### config.mk
export PLATFORM = sky130hd
export DESIGN_NAME = priority_encoder_pipe
export DESIGN_NICKNAME = d
export VERILOG_FILES = /design/src/rtl/pe_pkg.sv /design/src/rtl/pe_search.sv /design/src/rtl/priority_encoder_pipe.sv
export SDC_FILE = /design/constraint.sdc
export NUM_CORES = 1
export LEC_CHECK = 0
export BUFFER_PORTS_ARGS = -buffer_cell sky130_fd_sc_hd__buf_2
export CAP_MARGIN = 20
export CORE_AREA = 2 2 39 41
export DETAILED_ROUTE_END_ITERATION = 16
export DIE_AREA = 0 0 41 43
export GPL_TIMING_DRIVEN = 1
export PLACE_DENSITY = 0.48
export SYNTH_ARGS = -nofsm -noshare
export SYNTH_HDL_FRONTEND = slang
export SYNTH_HIERARCHICAL = 1
export SYNTH_SLANG_ARGS = --single-unit
### constraint.sdc
create_clock -name clk -period 1.3 [get_ports clk]
set_input_delay 0.195 -clock clk [delete_from_list [all_inputs] [get_ports clk]]
set_output_delay 0.195 -clock clk [all_outputs]
set_load 0.005 [all_outputs]
### src/rtl/pe_pkg.sv
`default_nettype none
// +--------------------------------------------------------------------+
// | pe_pkg : mode constants shared by the priority encoder blocks      |
// | rev 1.0                                                            |
// +--------------------------------------------------------------------+
package pe_pkg;
  localparam int PE_MODE_FIXED = 0;
  localparam int PE_MODE_RR    = 1;
endpackage
`default_nettype wire

### src/rtl/pe_search.sv
`default_nettype none
// +--------------------------------------------------------------------+
// | pe_search : combinational winner search, fixed or round-robin      |
// | rev 1.0                                                            |
// +--------------------------------------------------------------------+
module pe_search
  import pe_pkg::*;
#(
  parameter  int N    = 8,
  parameter  int MODE = PE_MODE_FIXED,
  localparam int W    = $clog2(N)
) (
  input  logic [N-1:0] req,
  input  logic [W-1:0] ptr,
  output logic [W-1:0] idx,
  output logic         none
);

  assign none = ~|req;

  generate
    if (MODE == PE_MODE_RR) begin : g_rr
      // Scan offsets from far to near so the closest set bit at or after ptr wins;
      // W-bit addition wraps N-1 back to 0 because N is a power of two.
      always_comb begin
        idx = '0;
        for (int k = N - 1; k >= 0; k--) begin
          if (req[ptr + W'(k)]) idx = ptr + W'(k);
        end
      end
    end else begin : g_fixed
      logic unused_ptr;
      assign unused_ptr = ^ptr;

      always_comb begin
        idx = '0;
        for (int i = 0; i < N; i++) begin
          if (req[i]) idx = W'(i);
        end
      end
    end
  endgenerate

endmodule
`default_nettype wire

### src/rtl/priority_encoder_pipe.sv
`default_nettype none
// +--------------------------------------------------------------------+
// | priority_encoder_pipe : 1-cycle registered priority encoder        |
// | rev 1.0                                                            |
// +--------------------------------------------------------------------+
module priority_encoder_pipe
  import pe_pkg::*;
#(
  parameter  int N    = 8,
  parameter  int MODE = PE_MODE_FIXED,
  localparam int W    = $clog2(N)
) (
  input  logic         clk,
  input  logic         rst_n,
  input  logic         in_valid,
  output logic         in_ready,
  input  logic [N-1:0] req,
  output logic         out_valid,
  input  logic         out_ready,
  output logic [W-1:0] out_idx,
  output logic         out_none
);

  logic         out_valid_q, out_valid_d;
  logic [W-1:0] out_idx_q,   out_idx_d;
  logic         out_none_q,  out_none_d;
  logic [W-1:0] ptr_q,       ptr_d;
  logic [W-1:0] w_idx;
  logic         w_none;
  logic         w_in_xfer;

  pe_search #(
    .N    (N),
    .MODE (MODE)
  ) u_search (
    .req  (req),
    .ptr  (ptr_q),
    .idx  (w_idx),
    .none (w_none)
  );

  assign in_ready  = !out_valid_q || out_ready;
  assign w_in_xfer = in_valid && in_ready;

  always_comb begin
    out_valid_d = out_valid_q;
    out_idx_d   = out_idx_q;
    out_none_d  = out_none_q;
    ptr_d       = ptr_q;
    if (w_in_xfer) begin
      out_valid_d = 1'b1;
      out_idx_d   = w_idx;
      out_none_d  = w_none;
      // In fixed mode ptr never leaves its reset value of zero.
      if (MODE == PE_MODE_RR && !w_none) ptr_d = w_idx + W'(1);
    end else if (out_ready) begin
      out_valid_d = 1'b0;
    end
  end

  always_ff @(posedge clk or negedge rst_n) begin
    if (!rst_n) begin
      out_valid_q <= 1'b0;
      out_idx_q   <= '0;
      out_none_q  <= 1'b0;
      ptr_q       <= '0;
    end else begin
      out_valid_q <= out_valid_d;
      out_idx_q   <= out_idx_d;
      out_none_q  <= out_none_d;
      ptr_q       <= ptr_d;
    end
  end

  assign out_valid = out_valid_q;
  assign out_idx   = out_idx_q;
  assign out_none  = out_none_q;

endmodule
`default_nettype wire

==> flow_summary_export.csv <==
group,metric,value,unit
timing,drv_slew,0,
setup_path,worst_r2r_path_depth,3,
timing,fin_skew,0.00182,ns
die,num_rows,14,
grt,grtUsageTotal,0.0713,
grt,grt_remaining_overflow,0,
placed_design,place_congestion,0.597,
setup_path,crit_slowest_cell,"dfrtp_1",
flow_run,cap_viol_max_count,0,
logic_synthesis,yosys_warnings,6,
logic_synthesis,avgSynthCellArea,12.4,µm²
cts,cts_resized,0,
drt,wl_per_cell,9.15,µm
cells_and_area,final_core_util,0.308,
hold_path,hold_class,"input pin to register",
placed_design,placed_area,390,µm²
logic_synthesis,synth_area,285,µm²
die,io_pins,18,
drt,drtIter0Drc,1,
timing,fmax,965,MHz
cts,clk_latency,0.24,ns
cts,cts_buffer_depth,2,
setup_path,worstPathArrival,0.84,ns
drt,ant_nets,0,
cts,clock-root-buffer,"clkbuf_4",
cts,cts-htree-levels,1,
cts,cts_setup_buffers,0,
cells_and_area,drive_gt1_frac,0.644,
setup_path,path_class,"register to primary output",
grt,grt_pass1_vias,209,
drt,drt_first_pass_iters,2,
pwr,power.density,1030,nW/µm²
cts,clk_pin_slew,0.04,ns
logic_synthesis,synth_cells,23,
hold_path,hold_depth,2,
placed_design,pre_cts_ws,0.291,ns
timing,grt_setup_unrepaired,"false",
setup_path,cp.depth,2,
timing,fin_crit,1.04,ns
logic_synthesis,syn_nets,35,
timing,hold_ws,0.189,ns
setup_path,critPathRequiredTime,1.11,ns
die,core_area,1380,µm²
pwr,p_leak,0.217,nW
die,fp.dieArea,1760,µm²
setup_path,cp_cell_sequence,"nand2b_4, buf_2",
cells_and_area,n_fill_cell,154,
timing,hold_viol,0,
die,die_h,43,µm
grt,antenna_found_initial,0,
cells_and_area,antennaDiodeCount,0,
drt,via_per_inst,3.92,
cts,cts_sinks,5,
cells_and_area,stdcell_count,61,
cts,cts_tree,"built",
cells_and_area,stdcell_area,427,µm²
pwr,finalPower,0.438,mW
setup_path,cpLargestDelayFamily,"flip-flops",
grt,grt_pass1_wl,772,µm
timing,final.period_utilization,0.797,
placed_design,hpwlAfterDp,498,µm
cells_and_area,nNetsFinal,58,
pwr,vdd_ir_drop_max,0.228,mV
setup_path,worst_setup_path_start_kind,"register",
timing,fin_ws,0.264,ns
timing,fin_tns_setup,0,ns
die,initial_core_util,0.206,
cells_and_area,area_growth,49.6,%
drt,routed_wirelength,558,µm
timing,max_slew_margin,0.836,
drt,drcViolationCount,0,
placed_design,port_buffers,17,
timing,setup_violations,0,
placed_design,post-place-cells,56,
setup_path,crit_path_max_incr_delay,0.39,ns
outcome,outcome,"complete, no violations",
drt,num_vias,239,
setup_path,crit_fanout,3,
die,die_x,41,µm
timing,worst_pin_slew,0.244,ns
grt,grt_max_degree,6,
setup_path,cp_num_buf_inv,1,
cts,cts_buffers,3,
setup_path,end_kind,"primary output",
worst paths after layout:
kind	startpoint	to	slack, ns
worst min register to register	out_idx[1]	out_idx[1]	0.50
worst min-delay path	in_valid	out_valid	0.19
max in group asynchronous	rst_n	out_idx[1]	0.87
min in group asynchronous	rst_n	out_none	0.30
worst max register to register	out_valid	out_idx[2]	0.32
worst max-delay path	out_valid	in_ready	0.26
worst register-to-register path, delay by kind of cell (launching register included):
kind / cells / cell delay [ns]
flops: 1 / 0.39
mux: 1 / 0.29
simple gates: 2 / 0.18
metal layers:
layer	GRT usage	vias to the layer above	share of wire
li1	-	124	-
met1	0.0804	97	0.46
met2	0.0969	18	0.39
met3	0.0157	0	0.15
met4	0.0800	0	0
met5	0	-	0
where the power goes:
| part | leakage [nW] | internal, mW | switching [mW] |
|---|---|---|---|
| combinational | 0.147 | 0.0506 | 0.0352 |
| clock | 0.0150 | 0.116 | 0.0599 |
| sequential | 0.0547 | 0.169 | 0.00752 |
layout by cell type, fill, tap and decap left out:
master / n
clkbuf_1: 1
nand2_2: 1
nor4b_2: 1
dfrtp_1: 5
inv_1: 2
o31ai_1: 2
mux2_4: 4
or2b_1: 1
nor2_1: 2
a21oi_1: 2
nand2_4: 1
clkbuf_4: 3
dlygate4sd3_1: 1
nand2b_4: 1
buf_2: 17
nor2_2: 1
flip-flops by register name, summed over array words and instances, names as in the netlist:
signal,count
out_none,1
out_valid,1
out_idx,3
cell type report:
class	count	area, µm²	area share
clock buffers	4	26.3	0.0616
inverters	2	7.51	0.0176
multi-input cells	16	153	0.358
flip-flops and latches	5	125	0.293
well taps	16	20.0	0.0469
repair buffers	18	95.1	0.223
timing repair:
action,4_1_cts,5_1_grt
hold buffers,1,0
endpoints found under the setup margin,0,0
endpoints found under the hold margin,5,0
Note: power is estimated with default switching activity, not from simulation.
